[config.mk]
export PLATFORM = sky130hd
export DESIGN_NAME = axi_lite_reg_slave_flat
export DESIGN_NICKNAME = d
export VERILOG_FILES = /design/src/rtl/axi_lite_pkg.sv /design/src/rtl/axi_lite_if.sv /design/src/rtl/axi_lite_reg_slave.sv /design/src/flat_wrapper.sv
export SDC_FILE = /design/constraint.sdc
export NUM_CORES = 1
export LEC_CHECK = 0
export BUFFER_PORTS_ARGS = -buffer_cell sky130_fd_sc_hd__buf_4
export CAP_MARGIN = 40
export CORE_ASPECT_RATIO = 0.7
export CORE_MARGIN = 3
export CORE_UTILIZATION = 54
export CTS_CLUSTER_DIAMETER = 120
export DETAILED_ROUTE_END_ITERATION = 16
export PLACE_DENSITY = 0.85
export SYNTH_ARGS = -nofsm -noshare
export SYNTH_HDL_FRONTEND = slang
export SYNTH_SLANG_ARGS = --single-unit
[constraint.sdc]
create_clock -name clk -period 3.9 [get_ports clk]
set_input_delay 0.39 -clock clk [delete_from_list [all_inputs] [get_ports clk]]
set_output_delay 0.39 -clock clk [all_outputs]
set_load 0.02 [all_outputs]
[src/rtl/axi_lite_pkg.sv]
// Shared AXI-Lite definitions: response codes, response type and the
// byte-address to register-word-index helper.
package axi_lite_pkg;

    localparam int AXI_MAX_AW = 32;
    localparam int AXI_IDX_W  = AXI_MAX_AW - 2;

    typedef logic [1:0] axi_lite_resp_t;

    localparam axi_lite_resp_t RESP_OKAY   = 2'b00;
    localparam axi_lite_resp_t RESP_SLVERR = 2'b10;

    // Callers zero-extend their ADDR_WIDTH address, so the result equals
    // addr[ADDR_WIDTH-1:2]; addr[1:0] is dropped.
    function automatic logic [AXI_IDX_W-1:0] addr_to_idx(input logic [AXI_MAX_AW-1:0] addr);
        return addr[AXI_MAX_AW-1:2];
    endfunction

endpackage

[src/rtl/axi_lite_if.sv]
// AXI-Lite bus bundle (AW, W, B, AR, R) with master and slave views.
interface axi_lite_if
    import axi_lite_pkg::*;
#(
    parameter int ADDR_WIDTH = 8,
    parameter int DATA_WIDTH = 32
);
    logic                      aw_valid;
    logic                      aw_ready;
    logic [ADDR_WIDTH-1:0]     aw_addr;

    logic                      w_valid;
    logic                      w_ready;
    logic [DATA_WIDTH-1:0]     w_data;
    logic [DATA_WIDTH/8-1:0]   w_strb;

    logic                      b_valid;
    logic                      b_ready;
    axi_lite_resp_t            b_resp;

    logic                      ar_valid;
    logic                      ar_ready;
    logic [ADDR_WIDTH-1:0]     ar_addr;

    logic                      r_valid;
    logic                      r_ready;
    logic [DATA_WIDTH-1:0]     r_data;
    axi_lite_resp_t            r_resp;

    modport master (
        output aw_valid, aw_addr, input  aw_ready,
        output w_valid, w_data, w_strb, input w_ready,
        input  b_valid, b_resp, output b_ready,
        output ar_valid, ar_addr, input ar_ready,
        input  r_valid, r_data, r_resp, output r_ready
    );

    modport slave (
        input  aw_valid, aw_addr, output aw_ready,
        input  w_valid, w_data, w_strb, output w_ready,
        output b_valid, b_resp, input b_ready,
        input  ar_valid, ar_addr, output ar_ready,
        output r_valid, r_data, r_resp, input r_ready
    );

endinterface

[src/rtl/axi_lite_reg_slave.sv]
// Terminal AXI-Lite slave exposing NUM_REGS byte-strobed registers, with
// decoupled AW/W capture, single-slot B and a one-deep read pipeline.
module axi_lite_reg_slave
    import axi_lite_pkg::*;
#(
    parameter int                   ADDR_WIDTH = 8,
    parameter int                   DATA_WIDTH = 32,
    parameter int                   NUM_REGS   = 4,
    parameter logic [DATA_WIDTH-1:0] RESET_VAL = '0
) (
    input  logic                           clk,
    input  logic                           rst,
    axi_lite_if.slave                      s_axi,
    output logic [NUM_REGS*DATA_WIDTH-1:0] regs_o,
    output logic [NUM_REGS-1:0]            wr_pulse_o
);

    localparam int STRB_W = DATA_WIDTH / 8;

    logic [NUM_REGS-1:0][DATA_WIDTH-1:0] regs_q, regs_d;

    logic                  aw_held_q;
    logic [ADDR_WIDTH-1:0] aw_addr_q;
    logic                  w_held_q;
    logic [DATA_WIDTH-1:0] w_data_q;
    logic [STRB_W-1:0]     w_strb_q;

    logic                  b_valid_q;
    axi_lite_resp_t        b_resp_q;
    logic                  r_valid_q;
    logic [DATA_WIDTH-1:0] r_data_q;
    axi_lite_resp_t        r_resp_q;

    logic [AXI_IDX_W-1:0]  aw_idx, ar_idx;
    logic                  aw_in_range, ar_in_range;
    logic                  aw_hs, w_hs, ar_hs, b_hs, r_hs;
    logic                  commit;
    logic [DATA_WIDTH-1:0] rd_data;

    assign s_axi.aw_ready = !aw_held_q && !rst;
    assign s_axi.w_ready  = !w_held_q  && !rst;
    assign s_axi.ar_ready = !r_valid_q && !rst;
    assign s_axi.b_valid  = b_valid_q;
    assign s_axi.b_resp   = b_resp_q;
    assign s_axi.r_valid  = r_valid_q;
    assign s_axi.r_data   = r_data_q;
    assign s_axi.r_resp   = r_resp_q;

    assign aw_hs = s_axi.aw_valid && s_axi.aw_ready;
    assign w_hs  = s_axi.w_valid  && s_axi.w_ready;
    assign ar_hs = s_axi.ar_valid && s_axi.ar_ready;
    assign b_hs  = b_valid_q && s_axi.b_ready;
    assign r_hs  = r_valid_q && s_axi.r_ready;

    assign aw_idx      = addr_to_idx(AXI_MAX_AW'(aw_addr_q));
    assign ar_idx      = addr_to_idx(AXI_MAX_AW'(s_axi.ar_addr));
    assign aw_in_range = aw_idx < AXI_IDX_W'(NUM_REGS);
    assign ar_in_range = ar_idx < AXI_IDX_W'(NUM_REGS);

    // A held pair may only retire once the single B slot is empty.
    assign commit = aw_held_q && w_held_q && !b_valid_q && !rst;

    always_comb begin
        regs_d     = regs_q;
        wr_pulse_o = '0;
        for (int i = 0; i < NUM_REGS; i++) begin
            if (commit && aw_idx == AXI_IDX_W'(i)) begin
                wr_pulse_o[i] = 1'b1;
                for (int k = 0; k < STRB_W; k++) begin
                    if (w_strb_q[k]) regs_d[i][8*k +: 8] = w_data_q[8*k +: 8];
                end
            end
        end
    end

    // Read mux looks at regs_q, so a same-cycle commit is not visible yet.
    always_comb begin
        rd_data = '0;
        for (int i = 0; i < NUM_REGS; i++) begin
            if (ar_idx == AXI_IDX_W'(i)) rd_data = regs_q[i];
        end
    end

    assign regs_o = regs_q;

    always_ff @(posedge clk) begin
        if (rst) begin
            regs_q    <= {NUM_REGS{RESET_VAL}};
            aw_held_q <= 1'b0;
            aw_addr_q <= '0;
            w_held_q  <= 1'b0;
            w_data_q  <= '0;
            w_strb_q  <= '0;
            b_valid_q <= 1'b0;
            b_resp_q  <= RESP_OKAY;
            r_valid_q <= 1'b0;
            r_data_q  <= '0;
            r_resp_q  <= RESP_OKAY;
        end else begin
            regs_q <= regs_d;

            if (aw_hs) begin
                aw_held_q <= 1'b1;
                aw_addr_q <= s_axi.aw_addr;
            end else if (commit) begin
                aw_held_q <= 1'b0;
            end

            if (w_hs) begin
                w_held_q <= 1'b1;
                w_data_q <= s_axi.w_data;
                w_strb_q <= s_axi.w_strb;
            end else if (commit) begin
                w_held_q <= 1'b0;
            end

            if (commit) begin
                b_valid_q <= 1'b1;
                b_resp_q  <= aw_in_range ? RESP_OKAY : RESP_SLVERR;
            end else if (b_hs) begin
                b_valid_q <= 1'b0;
                b_resp_q  <= RESP_OKAY;
            end

            if (ar_hs) begin
                r_valid_q <= 1'b1;
                r_data_q  <= ar_in_range ? rd_data : '0;
                r_resp_q  <= ar_in_range ? RESP_OKAY : RESP_SLVERR;
            end else if (r_hs) begin
                r_valid_q <= 1'b0;
                r_data_q  <= '0;
                r_resp_q  <= RESP_OKAY;
            end
        end
    end

endmodule

[src/flat_wrapper.sv]
// flat-port wrapper written by rule: the top's interface ports become plain ports
module axi_lite_reg_slave_flat import axi_lite_pkg::*;
#(
    parameter int                   ADDR_WIDTH = 8,
    parameter int                   DATA_WIDTH = 32,
    parameter int                   NUM_REGS   = 4,
    parameter logic [DATA_WIDTH-1:0] RESET_VAL = '0
)
  (clk, rst, regs_o, wr_pulse_o, s_axi_aw_valid, s_axi_aw_addr, s_axi_aw_ready, s_axi_w_valid, s_axi_w_data, s_axi_w_strb, s_axi_w_ready, s_axi_b_valid, s_axi_b_resp, s_axi_b_ready, s_axi_ar_valid, s_axi_ar_addr, s_axi_ar_ready, s_axi_r_valid, s_axi_r_data, s_axi_r_resp, s_axi_r_ready);
  axi_lite_if #(.ADDR_WIDTH(ADDR_WIDTH), .DATA_WIDTH(DATA_WIDTH)) s_axi_i ();
  input  logic clk;
  input  logic rst;
  output logic [NUM_REGS*DATA_WIDTH-1:0] regs_o;
  output logic [NUM_REGS-1:0] wr_pulse_o;
  input wire logic [$bits(s_axi_i.aw_valid)-1:0] s_axi_aw_valid;
  input wire logic [$bits(s_axi_i.aw_addr)-1:0] s_axi_aw_addr;
  output wire logic [$bits(s_axi_i.aw_ready)-1:0] s_axi_aw_ready;
  input wire logic [$bits(s_axi_i.w_valid)-1:0] s_axi_w_valid;
  input wire logic [$bits(s_axi_i.w_data)-1:0] s_axi_w_data;
  input wire logic [$bits(s_axi_i.w_strb)-1:0] s_axi_w_strb;
  output wire logic [$bits(s_axi_i.w_ready)-1:0] s_axi_w_ready;
  output wire logic [$bits(s_axi_i.b_valid)-1:0] s_axi_b_valid;
  output wire logic [$bits(s_axi_i.b_resp)-1:0] s_axi_b_resp;
  input wire logic [$bits(s_axi_i.b_ready)-1:0] s_axi_b_ready;
  input wire logic [$bits(s_axi_i.ar_valid)-1:0] s_axi_ar_valid;
  input wire logic [$bits(s_axi_i.ar_addr)-1:0] s_axi_ar_addr;
  output wire logic [$bits(s_axi_i.ar_ready)-1:0] s_axi_ar_ready;
  output wire logic [$bits(s_axi_i.r_valid)-1:0] s_axi_r_valid;
  output wire logic [$bits(s_axi_i.r_data)-1:0] s_axi_r_data;
  output wire logic [$bits(s_axi_i.r_resp)-1:0] s_axi_r_resp;
  input wire logic [$bits(s_axi_i.r_ready)-1:0] s_axi_r_ready;
  assign s_axi_i.aw_valid = s_axi_aw_valid;
  assign s_axi_i.aw_addr = s_axi_aw_addr;
  assign s_axi_aw_ready = s_axi_i.aw_ready;
  assign s_axi_i.w_valid = s_axi_w_valid;
  assign s_axi_i.w_data = s_axi_w_data;
  assign s_axi_i.w_strb = s_axi_w_strb;
  assign s_axi_w_ready = s_axi_i.w_ready;
  assign s_axi_b_valid = s_axi_i.b_valid;
  assign s_axi_b_resp = s_axi_i.b_resp;
  assign s_axi_i.b_ready = s_axi_b_ready;
  assign s_axi_i.ar_valid = s_axi_ar_valid;
  assign s_axi_i.ar_addr = s_axi_ar_addr;
  assign s_axi_ar_ready = s_axi_i.ar_ready;
  assign s_axi_r_valid = s_axi_i.r_valid;
  assign s_axi_r_data = s_axi_i.r_data;
  assign s_axi_r_resp = s_axi_i.r_resp;
  assign s_axi_i.r_ready = s_axi_r_ready;
  axi_lite_reg_slave #(.ADDR_WIDTH(ADDR_WIDTH), .DATA_WIDTH(DATA_WIDTH), .NUM_REGS(NUM_REGS), .RESET_VAL(RESET_VAL)) u_core (.clk(clk), .rst(rst), .s_axi(s_axi_i), .regs_o(regs_o), .wr_pulse_o(wr_pulse_o));
endmodule
==> summary.md, run 1 <==
| Metric | Value |
|---|---|
| Outcome | `finished clean` |
| Post-synth EDFFs | `0` |
| Critical Path Sink Type | `output pin` |
| Slew HR | `46.6%` |
| Pin count of the biggest net entering global routing | `97` |
| H-tree Lvls | `1` |
| Yosys top cell area share | `approximately 48%` |
| Clock Sinks | `about 210` |
| RSZ-0062 raised after global routing | `no` |
| Clock Skew | `a little over 0.01 ns` |
| Commonest non-fill, non-tap cell in the layout | `buf_4` |
| Yosys Warn Count | `0` |
| Resized cells post-CTS | `0` |
| Syn avg cell area | `11.5 um^2` |
| IO buf count | `between 200 and 250` |
| Die Wd | `around 160 um` |
| Global route hottest layer | `met2` |
| Critical path class | `reg -> out` |
| Synthesized area | `approximately 8700 um^2` |
| First-pass GRT wire length | `35000 um` |
| Total die area | `17700 um^2` |
| Register bit total from synthesis | `between 200 and 250` |
| Congestion Overflow GR | `0` |
| Worst EP required | `approximately 3.5 ns` |
| GPL Wtd Cong | `approximately 0.78` |
| First DRT Iteration DRCs | `446` |
| Fin crit period | `about 2.6 ns` |
| Share of layout cells above drive strength 1 | `between 30% and 40%` |
| Final period util | `between 60% and 70%` |
| Ant diodes | `0` |
| CTS Hold Bufs | `0` |
| Layout area overhead | `26.9%` |
| Main synth FF type | `dfxtp_1` |
| Io pins | `roughly 230` |
| WP data arrival | `2.17 ns` |
| Post-CTS Setup Inserts | `0` |
| Power density cells | `about 390 nW/um^2` |
| Synth unique cells | `34` |
| Starting density of the core | `about 56%` |
| CTS tree | `done` |
| Routing usage on met2 | `38.4%` |
| Worst vdd ir | `about 270 uV` |
| Die Ht | `about 110 um` |
| Critical Path Start Type | `flop` |
| Total GRT Usage | `about 25%` |
| Setup ws final | `~1.3 ns` |
| Post-DP HPWL | `around 15000 um` |
| Final #Nets | `1017` |
| Ranking of synthesized cells by area | `dfxtp_1 (48%), mux2i_1 (15%), nand2b_1 (12%)` |
| Clk Latency, worst-skew pair | `roughly 0.48 ns` |
| Most frequent cells in the layout | `buf_4 (231), dfxtp_1 (208), nand2b_1 (167), mux2i_1 (134), nand2_1 (39)` |
| Leak pwr | `between 4 and 5 nW` |
| Fillers | `1144` |
| Final-report setup violation count | `0` |
| Setup WS pre-CTS | `1.51 ns` |
| Actual slew at the worst max-slew pin | `0.801 ns` |
| Via density per instance | `approximately 5.5` |
| Register-to-register setup slack | `1.59 ns` |
| Root buffer cell | `clkbuf_16` |
| Antenna violations before repair | `0` |
| Register area share after synthesis | `between 40% and 50%` |
| Remaining antenna violation count | `0` |
| CTS Buf Count | `20` |
| Core area | `~16000 um^2` |
| Gate Count Post-Synth | `between 700 and 800` |
| Core Rows | `38` |
| Fmax | `391 MHz` |
| Hold Path Class | `in -> reg` |
| Clock transition at the registers of the reported paths | `around 0.060 ns` |
| Post-Route WL | `around 22000 um` |
| Slew Limit Fails | `0` |
| Cell accounting for the most synthesized area | `dfxtp_1` |
| Routed WL per cell | `18.8 um` |
| Hold Fails Final Rpt | `0` |
| Met1 usage | `between 30% and 40%` |
| Critical Path Fanout Max | `24` |
| Fin Setup TNS | `0 ns` |
| Number of global-route vias before repair | `roughly 6300` |
| Number of max-cap violations | `0` |
| Async SR Flop Fraction | `0%` |
| Longest Clk Path Bufs | `3` |
| Vias | `around 6500` |
| Final Power | `~0.0043 W` |
| Met3 Usage GRT | `6.09%` |
| Drt pass-1 iters | `5` |
| DRC viols | `0` |
==> routing by layer <==
metal	vias up	share of wire, %
met1	3164	45
li1	3054	-
met2	231	45
met3	21	8.2
met4	0	1.1
met5	-	0
==> state kept, by name, indices dropped and copies added (netlist names), 4 cells and up <==
register	count
u_core.regs_o	128
u_core.s_axi.r_data	32
u_core.w_data_q	32
u_core.aw_addr_q	6
u_core.w_strb_q	4
==> cells by family (layout without fill, tap and decap cells) <==
kind of cell,Yosys count,count (layout),synth area share (%)
AO/OA/AOI/OAI,73,73,5.65
buffers and inverters,56,268,3.61
flip-flops,208,208,47.9
multiplexers,166,166,23.7
other,1,2,0.0431
AND/OR/NAND/NOR,253,253,19.1
==> cell type report <==
cell class / count / area (um^2) / share of cell area, %
Multi-Input combinational cell: 494 / 4240 / 38.4
Sequential cell: 208 / 4160 / 37.7
Timing Repair Buffer: 233 / 1770 / 16.0
Clock buffer: 33 / 611 / 5.53
Tap cell: 200 / 250 / 2.27
Clock inverter: 1 / 8.76 / 0.0793
Inverter: 1 / 3.75 / 0.0340
==> final timing paths <==
check                         startpoint                endpoint  cells past startpoint
hold / removal          s_axi_w_data[26]     u_core.w_data_q[26]                      3
setup / recovery         u_core.w_held_q           wr_pulse_o[0]                      3
hold reg to reg   u_core.s_axi.r_resp[1]  u_core.s_axi.r_resp[1]                      2
setup reg to reg         u_core.w_held_q       u_core.regs_o[80]                      3
==> power by group <==
part | switching, W | internal (W)
sequential | 0.0000224 | 0.00216
clock | 0.000778 | 0.00107
combinational | 0.000151 | 0.000121
==> per-stage QoR <==
stage | instance area (um^2) | instances | util (%) | hold slack [ns]
detailed placement | 10400 | 1136 | 66.6 | 0.467
CTS | 11000 | 1170 | 70.6 | 0.0852
finish | 11000 | 1170 | 70.6 | 0.102
global placement | 10400 | 1135 | 66.5 | 0.458
floorplan | 8700 | 758 | - | 0.490
global route | 11000 | 1170 | 70.6 | 0.0923
==> worst max-delay path: stages (launching register included) <==
cell,delay [ns]
dfxtp_1,0.45
and4bb_2,0.81
and3_1,0.27
buf_4,0.15
==> Yosys cell counts, types with 3 or more instances <==
cell type / n
a21oi_1: 3
a22o_1: 32
and3_1: 4
and4_1: 6
buf_2: 11
buf_4: 9
buf_6: 6
clkbuf_1: 28
dfxtp_1: 208
mux2i_1: 134
mux4_2: 32
nand2_1: 39
nand2b_1: 167
nand4_4: 10
nor2_1: 12
nor2b_1: 4
o21ai_0: 33
o21ai_1: 3
(Power assumes the default switching activity.)
==> run 2: changes to the inputs <==
--- a/config.mk
+++ b/config.mk
@@ -9,10 +9,10 @@
 export CAP_MARGIN = 40
 export CORE_ASPECT_RATIO = 0.7
 export CORE_MARGIN = 3
-export CORE_UTILIZATION = 54
+export CORE_UTILIZATION = 48
 export CTS_CLUSTER_DIAMETER = 120
 export DETAILED_ROUTE_END_ITERATION = 16
-export PLACE_DENSITY = 0.85
+export PLACE_DENSITY = 0.8
 export SYNTH_ARGS = -nofsm -noshare
 export SYNTH_HDL_FRONTEND = slang
 export SYNTH_SLANG_ARGS = --single-unit
==> constraint.sdc (replaced) <==
create_clock -name clk -period 2.16 [get_ports clk]
set_input_delay 0.216 -clock clk [delete_from_list [all_inputs] [get_ports clk]]
set_output_delay 0.216 -clock clk [all_outputs]
set_load 0.02 [all_outputs]
==> run 2 against run 1 <==
  * Wire length grew 6.5%
  * Sequential cell count stayed put
  * Clock-buffer cell count fell by 3
  * Critical endpoint is now s_axi_aw_ready
  * Largest cell class unchanged
  * Largest power group unchanged
==> summary.md, run 2 (synthesis results as in run 1) <==
| Metric | Value |
|---|---|
| Outcome | `finished clean` |
| Clock Sinks | `208 (unchanged)` |
| Pin count of the biggest net entering global routing | `90 (-7.2%)` |
| Post-CTS Setup Inserts | `0 (unchanged)` |
| Antenna violations before repair | `0 (unchanged)` |
| Clock transition at the registers of the reported paths | `0.06 ns (about the same)` |
| Number of max-cap violations | `0 (unchanged)` |
| IO buf count | `225 (unchanged)` |
| Fin cells | `1261 (+7.8%)` |
| Post-Route WL | `23500 um (+6.5%)` |
| Final-report setup violation count | `0 (unchanged)` |
| Actual slew at the worst max-slew pin | `0.712 ns (-0.0887 ns)` |
| Switching pwr | `0.00180 W (+89%)` |
| Max reg flops | `128 (unchanged)` |
| Hold Fails Final Rpt | `0 (unchanged)` |
| Fin Setup TNS | `0 ns (unchanged)` |
| Critical Path Fanout Max | `89 (+270%)` |
| Final #Nets | `1075 (+5.7%)` |
| Share of layout cells above drive strength 1 | `31.8% (+0.092 points)` |
| Clk network pwr share | `44.9% (+2.0 points)` |
| GPL Wtd Cong | `0.780 (+0.13%)` |
| CTS tree | `done` |
| Critical Path Start Type | `input port` |
| Fin crit period | `2.02 ns` |
| Core area | `17500 um^2 (+12%)` |
| Leak pwr | `5.25 nW (+6.2%)` |
| Power density cells | `698 nW/um^2 (+79%)` |
| Fmax | `between 400 and 500 MHz` |
| Number of global-route vias before repair | `6724 (+6.2%)` |
| Root buffer cell | `clkbuf_16` |
| WP data arrival | `1.80 ns (-0.37 ns)` |
| Vias | `6699 (+3.5%)` |
| Io pins | `232 (unchanged)` |
| Setup ws final | `0.141 ns (-1.20 ns)` |
| Congestion Overflow GR | `0 (unchanged)` |
| Remaining antenna violation count | `0 (unchanged)` |
| DRC viols | `0 (unchanged)` |
| Via density per instance | `5.31 (-3.9%)` |
| Clock Skew | `0.0139 ns (+0.00375 ns)` |
| Longest Clk Path Bufs | `3 (unchanged)` |
| Critical path class | `in -> out` |
| Net Sw Frac | `21.9% (-0.23 points)` |
| Critical Path Sink Type | `output pin` |
| Worst vdd ir | `513 uV (+93%)` |
| Routed WL per cell | `18.6 um (-1.2%)` |
| First DRT Iteration DRCs | `439 (-1.6%)` |
| Placed cells | `1179 (+3.8%)` |
| RSZ-0062 raised after global routing | `no` |
| Worst EP required | `1.94 ns (-1.57 ns)` |
| Ant diodes | `0 (unchanged)` |
| Die Wd | `167 um (+5.8%)` |
| Drt pass-1 iters | `5 (unchanged)` |
| Most frequent cells in the layout | `buf_4 (242), dfxtp_1 (208), nand2b_1 (167), mux2i_1 (134), dlygate4sd3_1 (46)` |
| H-tree Lvls | `1 (unchanged)` |
| Setup WS pre-CTS | `0.340 ns (-1.17 ns)` |
| Final period util | `~93%` |
| Core Rows | `40 (+5.3%)` |
| Hold Path Class | `in -> reg` |
| CTS Buf Count | `20 (unchanged)` |
| Die Ht | `119 um (+5.7%)` |
| Commonest non-fill, non-tap cell in the layout | `buf_4` |
| First-pass GRT wire length | `37200 um (+6.1%)` |
| Seq pwr share | `48.0% (-2.8 points)` |
| Clk Latency, worst-skew pair | `0.48 ns (about the same)` |
| Starting density of the core | `49.8% (-5.8 points)` |
| Post-DP HPWL | `15500 um (+2.1%)` |
| Pint | `0.00640 W (+91%)` |
| Total die area | `19800 um^2 (+12%)` |
| Slew HR | `52.5% (+5.9 points)` |
| Fillers | `1302 (+14%)` |
| Slew Limit Fails | `0 (unchanged)` |
| Layout area overhead | `35.0%` |
| Total GRT Usage | `22.8% (-1.7 points)` |
| Combinational share of power | `7.0% (+0.7 points)` |
==> run 2: changes by cell type in the layout (fill, tap and decap cells not counted), sizes merged <==
cell         delta
buf            +12
bufinv          +2
clkbuf          -3
clkinv          +1
clkinvlp        +2
dlygate4sd3    +46
==> run 2: area by class of cell <==
| cell class | instances | area (um^2) | share of cell area (%) |
|---|---|---|---|
| Clock buffer | 30 | 619 | 5.28 |
| Clock inverter | 6 | 85.1 | 0.725 |
| Inverter | 1 | 3.75 | 0.0320 |
| Multi-Input combinational cell | 494 | 4240 | 36.1 |
| Sequential cell | 208 | 4160 | 35.5 |
| Tap cell | 231 | 289 | 2.46 |
| Timing Repair Buffer | 291 | 2340 | 19.9 |
==> run 2: through the flow <==
| step | total power [W] | utilization [%] | hold slack, ns | cell area [um^2] |
|---|---|---|---|---|
| after global routing | 0.00848 | 67.2 | 0.0398 | 11700 |
| after global placement | 0.00452 | 60.5 | 0.410 | 10600 |
| after detailed placement | 0.00453 | 60.5 | 0.418 | 10600 |
| after CTS | 0.00826 | 67.2 | 0.00435 | 11700 |
| after floorplan | 0.00435 | - | 0.325 | 8700 |
| final | 0.00820 | 67.2 | 0.0296 | 11700 |
==> run 2: routing by layer <==
| layer | global-route usage, % | part of all wire [%] | wire, um |
|---|---|---|---|
| met1 | 32.6 | 46 | 10700 |
| met2 | 36.1 | 45 | 10500 |
| met3 | 5.08 | 7.8 | 1840 |
| met5 | 0 | 0 | 0 |
| met4 | 4.07 | 1.5 | 350 |
==> run 2: final timing paths <==
kind,startpoint,endpoint,slack [ns],cells after the start
worst max-delay path,rst,s_axi_aw_ready,0.14,5
worst min-delay path,s_axi_w_valid,u_core.w_held_q,0.03,3
worst max register to register,u_core.aw_held_q,u_core.aw_addr_q[4],0.28,4
worst min register to register,u_core.s_axi.r_resp[1],u_core.s_axi.r_resp[1],0.48,2
==> run 2: critical path, cell delays in order <==
cell           delay (ns)
dlygate4sd3_1        0.53
buf_4                0.17
buf_4                0.57
nor2_1               0.11
buf_4                0.19
==> run 2: timing repair <==
action | in CTS | in global routing
setup endpoints to repair | 0 | 4
hold buffers | 46 | 0
resized for setup | 0 | 2
endpoints found under the hold margin | 46 | 0
==> run 2: power by group through the flow <==
stage / sequential, W / clock, W / combinational (W)
4_1_cts: 0.00394 / 0.00374 / 0.000574
3_3_place_gp: 0.00402 / 0 / 0.000499
3_5_place_dp: 0.00402 / 0 / 0.000505
2_1_floorplan: 0.00402 / 0 / 0.000323
6_report: 0.00394 / 0.00368 / 0.000578
5_1_grt: 0.00394 / 0.00391 / 0.000624
